File: config.mk
export PLATFORM = sky130hd
export DESIGN_NAME = mac_tx_frame_gen_flat
export DESIGN_NICKNAME = d
export VERILOG_FILES = /design/src/rtl/mac_tx_frame_gen_if.sv /design/src/rtl/mac_tx_frame_gen.sv /design/src/flat_wrapper.sv
export SDC_FILE = /design/constraint.sdc
export NUM_CORES = 1
export LEC_CHECK = 0
export CAP_MARGIN = 20
export CORE_AREA = 2 2 99 101
export CTS_BUF_LIST = sky130_fd_sc_hd__clkbuf_2
export CTS_CLUSTER_DIAMETER = 80
export DETAILED_ROUTE_END_ITERATION = 12
export DIE_AREA = 0 0 101 103
export DONT_BUFFER_PORTS = 1
export PLACE_DENSITY = 0.67
export SETUP_SLACK_MARGIN = 0.1
export SLEW_MARGIN = 20
export SYNTH_ARGS = -nofsm -noshare
export SYNTH_HDL_FRONTEND = slang
export SYNTH_SLANG_ARGS = --single-unit
File: constraint.sdc
create_clock -name clk -period 3.3 [get_ports clk]
set_input_delay 0.33 -clock clk [delete_from_list [all_inputs] [get_ports clk]]
set_output_delay 0.33 -clock clk [all_outputs]
set_load 0.05 [all_outputs]
File: src/rtl/mac_tx_frame_gen_if.sv
// Byte-stream link between the frame generator, its payload FIFO and Mac_TX.
// master = frame generator side, slave = FIFO / Mac_TX side.
interface mac_tx_frame_gen_if;
   logic [7:0] Pld_Data_i;
   logic       Pld_Empty_i;
   logic       Pld_Rd_o;
   logic       Trig_o;
   logic [7:0] Data_o;
   logic       Last_byte_o;
   logic       Data_Strobe_i;
   logic       Busy_i;

   modport master (
      input  Pld_Data_i, Pld_Empty_i, Data_Strobe_i, Busy_i,
      output Pld_Rd_o, Trig_o, Data_o, Last_byte_o
   );

   modport slave (
      output Pld_Data_i, Pld_Empty_i, Data_Strobe_i, Busy_i,
      input  Pld_Rd_o, Trig_o, Data_o, Last_byte_o
   );
endinterface

File: src/rtl/mac_tx_frame_gen.sv
// Ethernet frame assembler feeding Mac_TX: preamble/SFD, addresses, length,
// FIFO payload and zero padding; the FCS is appended downstream.
module mac_tx_frame_gen #(
   parameter logic [47:0] DST_MAC = 48'h4B45_5900_0001,
   parameter logic [47:0] SRC_MAC = 48'h3C97_0E38_46F0,
   parameter int          MAX_LEN = 1500,
   parameter int          MIN_PLD = 46
) (
   input  logic                 clk,
   input  logic                 Reset_n_i,
   input  logic                 Start_i,
   input  logic [10:0]          Len_i,
   output logic                 Ready_o,
   output logic                 Err_o,
   output logic                 Underrun_o,
   mac_tx_frame_gen_if.master   tx
);

   localparam logic [10:0] MAX_L   = 11'(MAX_LEN);
   localparam logic [11:0] MIN_T   = 12'(MIN_PLD);
   localparam logic [11:0] HDR_LEN = 12'd22;

   typedef enum logic [1:0] {IDLE, SEND, DRAIN} state_t;

   state_t      state;
   logic [11:0] idx;
   logic [11:0] total;
   logic [10:0] len;
   logic [7:0]  data_q;
   logic        trig_q;
   logic        err_q;
   logic        underrun_q;
   logic        ready_q;
   logic        last_q;

   logic [11:0] nxt_idx;
   logic        in_pld;
   logic        advance;
   logic        pld_rd;
   logic        pld_hole;

   // Non-payload byte for index i (header bytes; padding and beyond read as zero)
   function automatic logic [7:0] hdr_byte(input logic [11:0] i, input logic [10:0] l);
      logic [7:0] b;
      int         k;
      b = 8'h00;
      k = int'(i);
      if (i <= 12'd6)       b = 8'h55;
      else if (i == 12'd7)  b = 8'hD5;
      else if (i <= 12'd13) b = 8'(DST_MAC >> (8 * (13 - k)));
      else if (i <= 12'd19) b = 8'(SRC_MAC >> (8 * (19 - k)));
      else if (i == 12'd20) b = {5'd0, l[10:8]};
      else if (i == 12'd21) b = l[7:0];
      return b;
   endfunction

   always_comb begin
      nxt_idx  = idx + 12'd1;
      in_pld   = (nxt_idx >= HDR_LEN) && (nxt_idx < HDR_LEN + {1'b0, len});
      advance  = (state == SEND) && tx.Data_Strobe_i && !last_q;
      pld_rd   = advance && in_pld && !tx.Pld_Empty_i;
      pld_hole = advance && in_pld && tx.Pld_Empty_i;
   end

   always_ff @(posedge clk or negedge Reset_n_i) begin
      if (!Reset_n_i) begin
         state      <= IDLE;
         idx        <= 12'd0;
         total      <= 12'd0;
         len        <= 11'd0;
         data_q     <= 8'h00;
         trig_q     <= 1'b0;
         err_q      <= 1'b0;
         underrun_q <= 1'b0;
         ready_q    <= 1'b1;
         last_q     <= 1'b0;
      end else begin
         trig_q <= 1'b0;
         err_q  <= 1'b0;
         case (state)
            IDLE: begin
               if (Start_i) begin
                  if ((Len_i != 11'd0) && (Len_i <= MAX_L)) begin
                     len        <= Len_i;
                     total      <= HDR_LEN + (({1'b0, Len_i} < MIN_T) ? MIN_T : {1'b0, Len_i});
                     idx        <= 12'd0;
                     data_q     <= 8'h55;
                     trig_q     <= 1'b1;
                     ready_q    <= 1'b0;
                     underrun_q <= 1'b0;
                     last_q     <= 1'b0;
                     state      <= SEND;
                  end else begin
                     err_q <= 1'b1;
                  end
               end
            end
            SEND: begin
               if (advance) begin
                  idx    <= nxt_idx;
                  last_q <= (nxt_idx == total - 12'd1);
                  if (in_pld)
                     data_q <= tx.Pld_Empty_i ? 8'h00 : tx.Pld_Data_i;
                  else
                     data_q <= hdr_byte(nxt_idx, len);
                  if (pld_hole)
                     underrun_q <= 1'b1;
               end else if (tx.Data_Strobe_i) begin
                  // Strobe on the last byte: hand over to Mac_TX for the FCS
                  last_q <= 1'b0;
                  data_q <= 8'h00;
                  state  <= DRAIN;
               end
            end
            DRAIN: begin
               if (!tx.Busy_i) begin
                  idx     <= 12'd0;
                  ready_q <= 1'b1;
                  state   <= IDLE;
               end
            end
            default: state <= IDLE;
         endcase
      end
   end

   assign Ready_o        = ready_q;
   assign Err_o          = err_q;
   assign Underrun_o     = underrun_q;
   assign tx.Pld_Rd_o    = pld_rd;
   assign tx.Trig_o      = trig_q;
   assign tx.Data_o      = data_q;
   assign tx.Last_byte_o = last_q;

endmodule

File: src/flat_wrapper.sv
// flat-port wrapper written by rule: the top's interface ports become plain ports
module mac_tx_frame_gen_flat 
#(
   parameter logic [47:0] DST_MAC = 48'h4B45_5900_0001,
   parameter logic [47:0] SRC_MAC = 48'h3C97_0E38_46F0,
   parameter int          MAX_LEN = 1500,
   parameter int          MIN_PLD = 46
)
  (clk, Reset_n_i, Start_i, Len_i, Ready_o, Err_o, Underrun_o, tx_Pld_Data_i, tx_Pld_Empty_i, tx_Data_Strobe_i, tx_Busy_i, tx_Pld_Rd_o, tx_Trig_o, tx_Data_o, tx_Last_byte_o);
  mac_tx_frame_gen_if tx_i ();
  input  logic clk;
  input  logic Reset_n_i;
  input  logic Start_i;
  input  logic [10:0] Len_i;
  output logic Ready_o;
  output logic Err_o;
  output logic Underrun_o;
  input wire logic [$bits(tx_i.Pld_Data_i)-1:0] tx_Pld_Data_i;
  input wire logic [$bits(tx_i.Pld_Empty_i)-1:0] tx_Pld_Empty_i;
  input wire logic [$bits(tx_i.Data_Strobe_i)-1:0] tx_Data_Strobe_i;
  input wire logic [$bits(tx_i.Busy_i)-1:0] tx_Busy_i;
  output wire logic [$bits(tx_i.Pld_Rd_o)-1:0] tx_Pld_Rd_o;
  output wire logic [$bits(tx_i.Trig_o)-1:0] tx_Trig_o;
  output wire logic [$bits(tx_i.Data_o)-1:0] tx_Data_o;
  output wire logic [$bits(tx_i.Last_byte_o)-1:0] tx_Last_byte_o;
  assign tx_i.Pld_Data_i = tx_Pld_Data_i;
  assign tx_i.Pld_Empty_i = tx_Pld_Empty_i;
  assign tx_i.Data_Strobe_i = tx_Data_Strobe_i;
  assign tx_i.Busy_i = tx_Busy_i;
  assign tx_Pld_Rd_o = tx_i.Pld_Rd_o;
  assign tx_Trig_o = tx_i.Trig_o;
  assign tx_Data_o = tx_i.Data_o;
  assign tx_Last_byte_o = tx_i.Last_byte_o;
  mac_tx_frame_gen #(.DST_MAC(DST_MAC), .SRC_MAC(SRC_MAC), .MAX_LEN(MAX_LEN), .MIN_PLD(MIN_PLD)) u_core (.clk(clk), .Reset_n_i(Reset_n_i), .Start_i(Start_i), .Len_i(Len_i), .Ready_o(Ready_o), .Err_o(Err_o), .Underrun_o(Underrun_o), .tx(tx_i));
endmodule
# Word level (Yosys, flattened, before mapping)
# Cells that the tools add are included.
[totals]
mem_bits_rw = 0
out_inout_bits = 14
ff_bits = 50
mem_bits_ro = 0
in_bits = 25
n_memories = 0
latchBits = 0
[op_classes]
div_mod_pow = 0
n_reduce_logical = 20
bitwise_logic = 0
n_eq_ne = 14
n_shift = 2
addsub = 6
n_mux = 41
mul = 0
n_lt_le_gt_ge = 7
[op_table]
columns = ["cell", "count"]
rows = [
  ["$mux W8", 12],
  ["$mux W12", 4],
  ["$shr A47 B32 Y8 const A", 1],
  ["$shr A46 B32 Y8 const A", 1],
  ["$pmux W12 S3", 1],
  ["$eq A12 B5 Y1 const B", 2],
  ["$pmux W8 S2", 1],
  ["$reduce_and A5 Y1", 3],
  ["$mux W1", 13],
  ["$sub A4 B12 Y13 const A", 1],
  ["$sub A5 B12 Y13 const A", 1],
  ["$add A12 B1 Y12 const B", 1],
  ["$add A5 B11 Y12 const A", 1],
  ["$add A5 B12 Y12 const A", 1],
  ["$eq A12 B12 Y1", 1],
  ["$eq A12 B3 Y1 const B", 1],
  ["$ge A12 B5 Y1 const B", 1],
  ["$le A12 B3 Y1 const B", 1],
  ["$le A12 B4 Y1 const B", 1],
  ["$le A12 B5 Y1 const B", 1],
  ["$lt A12 B12 Y1", 1],
  ["$sub A12 B1 Y12 const B", 1],
  ["$le A11 B11 Y1 const B", 1],
  ["$lt A11 B6 Y1 const B", 1],
  ["other kinds (17)", 37],
]

# Logic depth before layout (Yosys ltp)
[logic_depth]
word_depth = 11
depth_mapped = 15

# Least setup slack after synthesis
# Ideal clock, no wire load.
[synth_timing]
kind = "register to register"
from = "register u_core.idx[1]"
to = "register u_core.data_q[7] (netlist: u_core.tx.Data_o[7])"
setup_ns = 0.067
path_stages_with_launch = 11
path_slack_ns = 0.165
synth_period_minus_slack_ns = 3.135
n_path_buf = 0
arrival_ns = 3.067
cell_sequence = "dfrtp_1 -> ha_1 -> xor2_1 -> inv_1 -> ha_1 -> nand2_1 -> o2111ai_2 -> nor3b_1 -> a21oi_1 -> a2111oi_0 -> a221o_1"
[synth_between]
elab_chain_cells = 11
elab_cells_between_ends = 23
[synth_rtl]
columns = ["element", "line", "rtl"]
rows = [
  ["from (decl)", "mac_tx_frame_gen.sv:26", "logic [11:0] idx;"],
  ["from (signal assigned)", "mac_tx_frame_gen.sv:100", "idx <= nxt_idx;"],
  ["$add A12 B1 Y12 (*)", "mac_tx_frame_gen.sv:58", "nxt_idx = idx + 12'd1;"],
  ["parallel branches: the longest is 7 deep, another holds $sub A5 B12 Y13", "n/a", ""],
  ["$mux W8 (*)", "mac_tx_frame_gen.sv:102", "if (in_pld)"],
  ["$mux W8 (*)", "mac_tx_frame_gen.sv:99", "if (advance) begin"],
  ["$pmux W8 S2 (*)", "mac_tx_frame_gen.sv:80", "case (state)"],
  ["to (signal assigned)", "mac_tx_frame_gen.sv:103", "data_q <= tx.Pld_Empty_i ? 8'h00 : tx.Pld_Data_i;"],
  ["to (signal assigned)", "mac_tx_frame_gen.sv:105", "data_q <= hdr_byte(nxt_idx, len);"],
  ["to (decl)", "mac_tx_frame_gen.sv:29", "logic [7:0] data_q;"],
]
# Every way passes the cells marked *.
# A chain may end at the register's enable or synchronous reset.

# Worst setup path in the final report
[layout_timing]
from = "register u_core.len[1]"
to = "output tx_Pld_Rd_o"
[layout_between]
elab_chain_cells = 5
[layout_rtl]
columns = ["element", "line", "rtl"]
rows = [
  ["from (decl)", "mac_tx_frame_gen.sv:28", "logic [10:0] len;"],
  ["from (signal assigned)", "mac_tx_frame_gen.sv:84", "len <= Len_i;"],
  ["$add A5 B11 Y12", "mac_tx_frame_gen.sv:59", "in_pld = (nxt_idx >= HDR_LEN) && (nxt_idx < HDR_LEN + {1'b0, len});"],
  ["$lt A12 B12 Y1", "mac_tx_frame_gen.sv:59", ""],
  ["$logic_and A1 B1 Y1", "mac_tx_frame_gen.sv:59", ""],
  ["$logic_and A1 B1 Y1 (2 in series)", "mac_tx_frame_gen.sv:61", "pld_rd = advance && in_pld && !tx.Pld_Empty_i;"],
  ["to (decl)", "flat_wrapper.sv:22", "output wire logic [$bits(tx_i.Pld_Rd_o)-1:0] tx_Pld_Rd_o;"],
]
# No other way between the ends.

==> run metrics <==
hpwl dp=around 8200 um; startpoint type of the worst setup path=flop; Clock transition at path regs=around 260 ps; Max-slew headroom=0.516; Final setup viols=1; first-pass GRT wire length=~18,000 um; largest net degree at the start of global routing=slightly above 50; Async SR Flop Fraction=1.00; VDD IR max=0.000417 V; Cells after Synth=around 480; GRT Overall Usage=0.225; sequential area share after synthesis=0.313; violated checks=negative setup slack; Max Buffers Root-to-Sink=2; crit path max fanout=3; Ys Warns=0; max-slew violation count=0; Setup WS post-layout=-14.3 ps; Die Span Y=103 um; power per cell area=between 900 and 1000 nW/um^2; CTS tree=yes; Synth Area per Inst=8.27 um^2; met1 GRT Util=0.292; fin util=0.515; GR peak layer=met2; synthesized net count=534; Critical Path Start=u_core.len[1]$_DFFE_PN0P_; Setup CP Type=reg2out; TritonRoute pass-1 iters=5; leak pwr=2.08 nW; routability cong.=about 1; Synth area leaders=dfrtp_1 (31%), ha_1 (7.8%), xnor2_1 (7.0%), nand2_1 (6.9%), o21ai_0 (5.0%); Multi-input gate area=2750 um^2; CP Capture Type=output pin; reg-to-reg critical path endpoint=u_core.tx.Data_o[3]$_DFFE_PN0P_; synthesis-stage register bit count=50; Critical Path End=tx_Pld_Rd_o; Critical Path RT=about 3000 ps; status=finished, violations left; DRC violations left=0; dpl cell area=about 4200 um^2; Avg WL per Cell=17.6 um; top cells by count, synth=nand2_1 (74), dfrtp_1 (49), o21ai_0 (40), xnor2_1 (32), nor2_1 (30); Fmax=approximately 300 MHz; CTS H-tree lvls=2; fin crit share=1.00; initial antenna violation count=0; Starting Density=0.423; met2 Use GR=0.379; worst slack at placement=~140 ps; Starting DRT DRC Count=~210; worst slew pin tran=roughly 730 ps; Post-synth EDFFs=0; Fin Hold WS=about 19 ps; RSZ-0062 raised after global routing=yes; met3 Usage GRT=0.0346; # rows=36; area delta synth->final=21.6%; Synth area leader=dfrtp_1; Yosys top cell area share=0.306; max_cap viols=0; die width=101 um; die area=10,400 um^2; Layout Skew=approximately 13 ps; WL final=11,400 um; post-route cell area=about 4900 um^2; vias in the first global route=~3,700; io pins=39; final hold violation count=0; minimum clock period=roughly 3300 ps; final antenna-violating net count=0; # diodes=0; Worst R2R Start=u_core.idx[3]$_DFFE_PN0P_; R2R Setup Slk=roughly 200 ps; DR vias=between 3,000 and 4,000; CTS Root Cell=clkbuf_2; Vias/cell=between 5 and 6; CTS buffer count=5; Core ar.=around 9500 um^2; Worst-Skew Late Latency=between 400 and 500 ps; gr ovfl total=0; Synth cell types=67; fillers=886; Hold WC Path Type=in2reg; most common cell in the netlist=nand2_1; share of cells above drive strength 1=0.208; Final #Nets=approximately 580; worst path arrival time=a little under 3000 ps; Reg2Reg Depth=13; Synth Cell Area=between 4000 and 5000 um^2; clk sinks=50; Primary FF master, synth=dfrtp_1; PortBufs=0; register area=approximately 1300 um^2
[worst max-delay path, cell delays in order, from the launching register on]
cell and delay (ps):
dfrtp_1 450, inv_2 80, ha_4 140, inv_2 40
a21oi_4 190, nor2_4 60, nand3_2 70, xor2_1 180
ha_1 270, a21o_1 200, a21o_1 170, a21oi_2 180
o211a_1 210, and2_4 160, buf_12 130
[cells in the final DEF, fill, tap and decap left out, drive strengths merged, types with 4 or more instances in the layout]
cell,n
nand2,74
dfrtp,49
buf,48
o21ai,41
xnor2,34
nor2,31
ha,25
a21oi,23
inv,21
nand3,17
dlygate4sd3,16
xor2,13
o31ai,10
nor3,10
o211ai,8
and3,7
clkbuf,6
and2,6
nand4,6
nor4,5
o21a,5
a21o,5
a32oi,5
a211oi,5
or3,4
nand2b,4
nor2b,4
[layout make-up]
cell class / instances / area share
clock buffers: 6 / 0.00617
inverters: 23 / 0.0193
clock inverters: 2 / 0.00771
multi-input cells: 389 / 0.565
flip-flops and latches: 50 / 0.259
repair buffers: 64 / 0.114
well taps: 114 / 0.0293
[metrics by stage]
stage	setup TNS, ps	power (mW)	instances
finish	-14.3	4.68	648
global route	-130	5.05	648
CTS	0	4.51	641
detailed placement	0	3.93	602
global placement	0	3.89	602
floorplan	0	3.21	484
[where the power goes]
part / total, mW / leakage (nW) / internal [mW] / switching [mW]
registers: 1.34 / 0.628 / 0.844 / 0.494
logic: 3.00 / 1.42 / 1.32 / 1.68
clock network: 0.342 / 0.0392 / 0.130 / 0.212
total: 4.68 / 2.08 / 2.29 / 2.39
[routing by layer]
metal  up-vias  routed length, um
li1       1825                  -
met1      1854               5010
met2       115               5660
met3        25                494
met4         0                269
met5         -                  0
[flip-flops by register name (all words and copies together) (netlist names)]
| register | cells |
|---|---|
| u_core.len | 11 |
| u_core.Underrun_o | 1 |
| u_core.tx.Last_byte_o | 1 |
| u_core.Err_o | 1 |
| u_core.state | 2 |
| u_core.idx | 12 |
| u_core.tx.Data_o | 8 |
| u_core.tx.Trig_o | 1 |
| u_core.Ready_o | 1 |
| u_core.total | 12 |
[worst min-delay path by stage]
stage | startpoint | endpoint | cells past startpoint | slack, ps
finish | Len_i[1] | u_core.total[1]$_DFFE_PN0P_ | 3 | 20
global route | tx_Pld_Data_i[1] | u_core.tx.Data_o[1]$_DFFE_PN0P_ | 2 | 3
CTS | Len_i[4] | u_core.len[4]$_DFFE_PN0P_ | 2 | 6
detailed placement | Reset_n_i | u_core.idx[5]$_DFFE_PN0P_ | 0 | 40
global placement | Reset_n_i | u_core.idx[7]$_DFFE_PN0P_ | 0 | 40
floorplan | Reset_n_i | u_core.Err_o$_DFF_PN0_ | 0 | 30
[logic make-up after synthesis]
kind of cell    Yosys count  synth area share
mux                       3           0.00781
buf+inv                  45            0.0453
flops                    50             0.313
simple gates            182             0.230
xor+xnor                 47             0.107
compound gates          132             0.220
fa+ha+maj                25            0.0781
[what timing repair did]
action,CTS,global route
setup endpoints to repair,2,5
endpoints found under the hold margin,65,2
buffers inserted,16,5
pin swaps,11,9
hold buffers,15,2
resized for setup,29,23
Note: power is estimated with default switching activity, not from simulation.
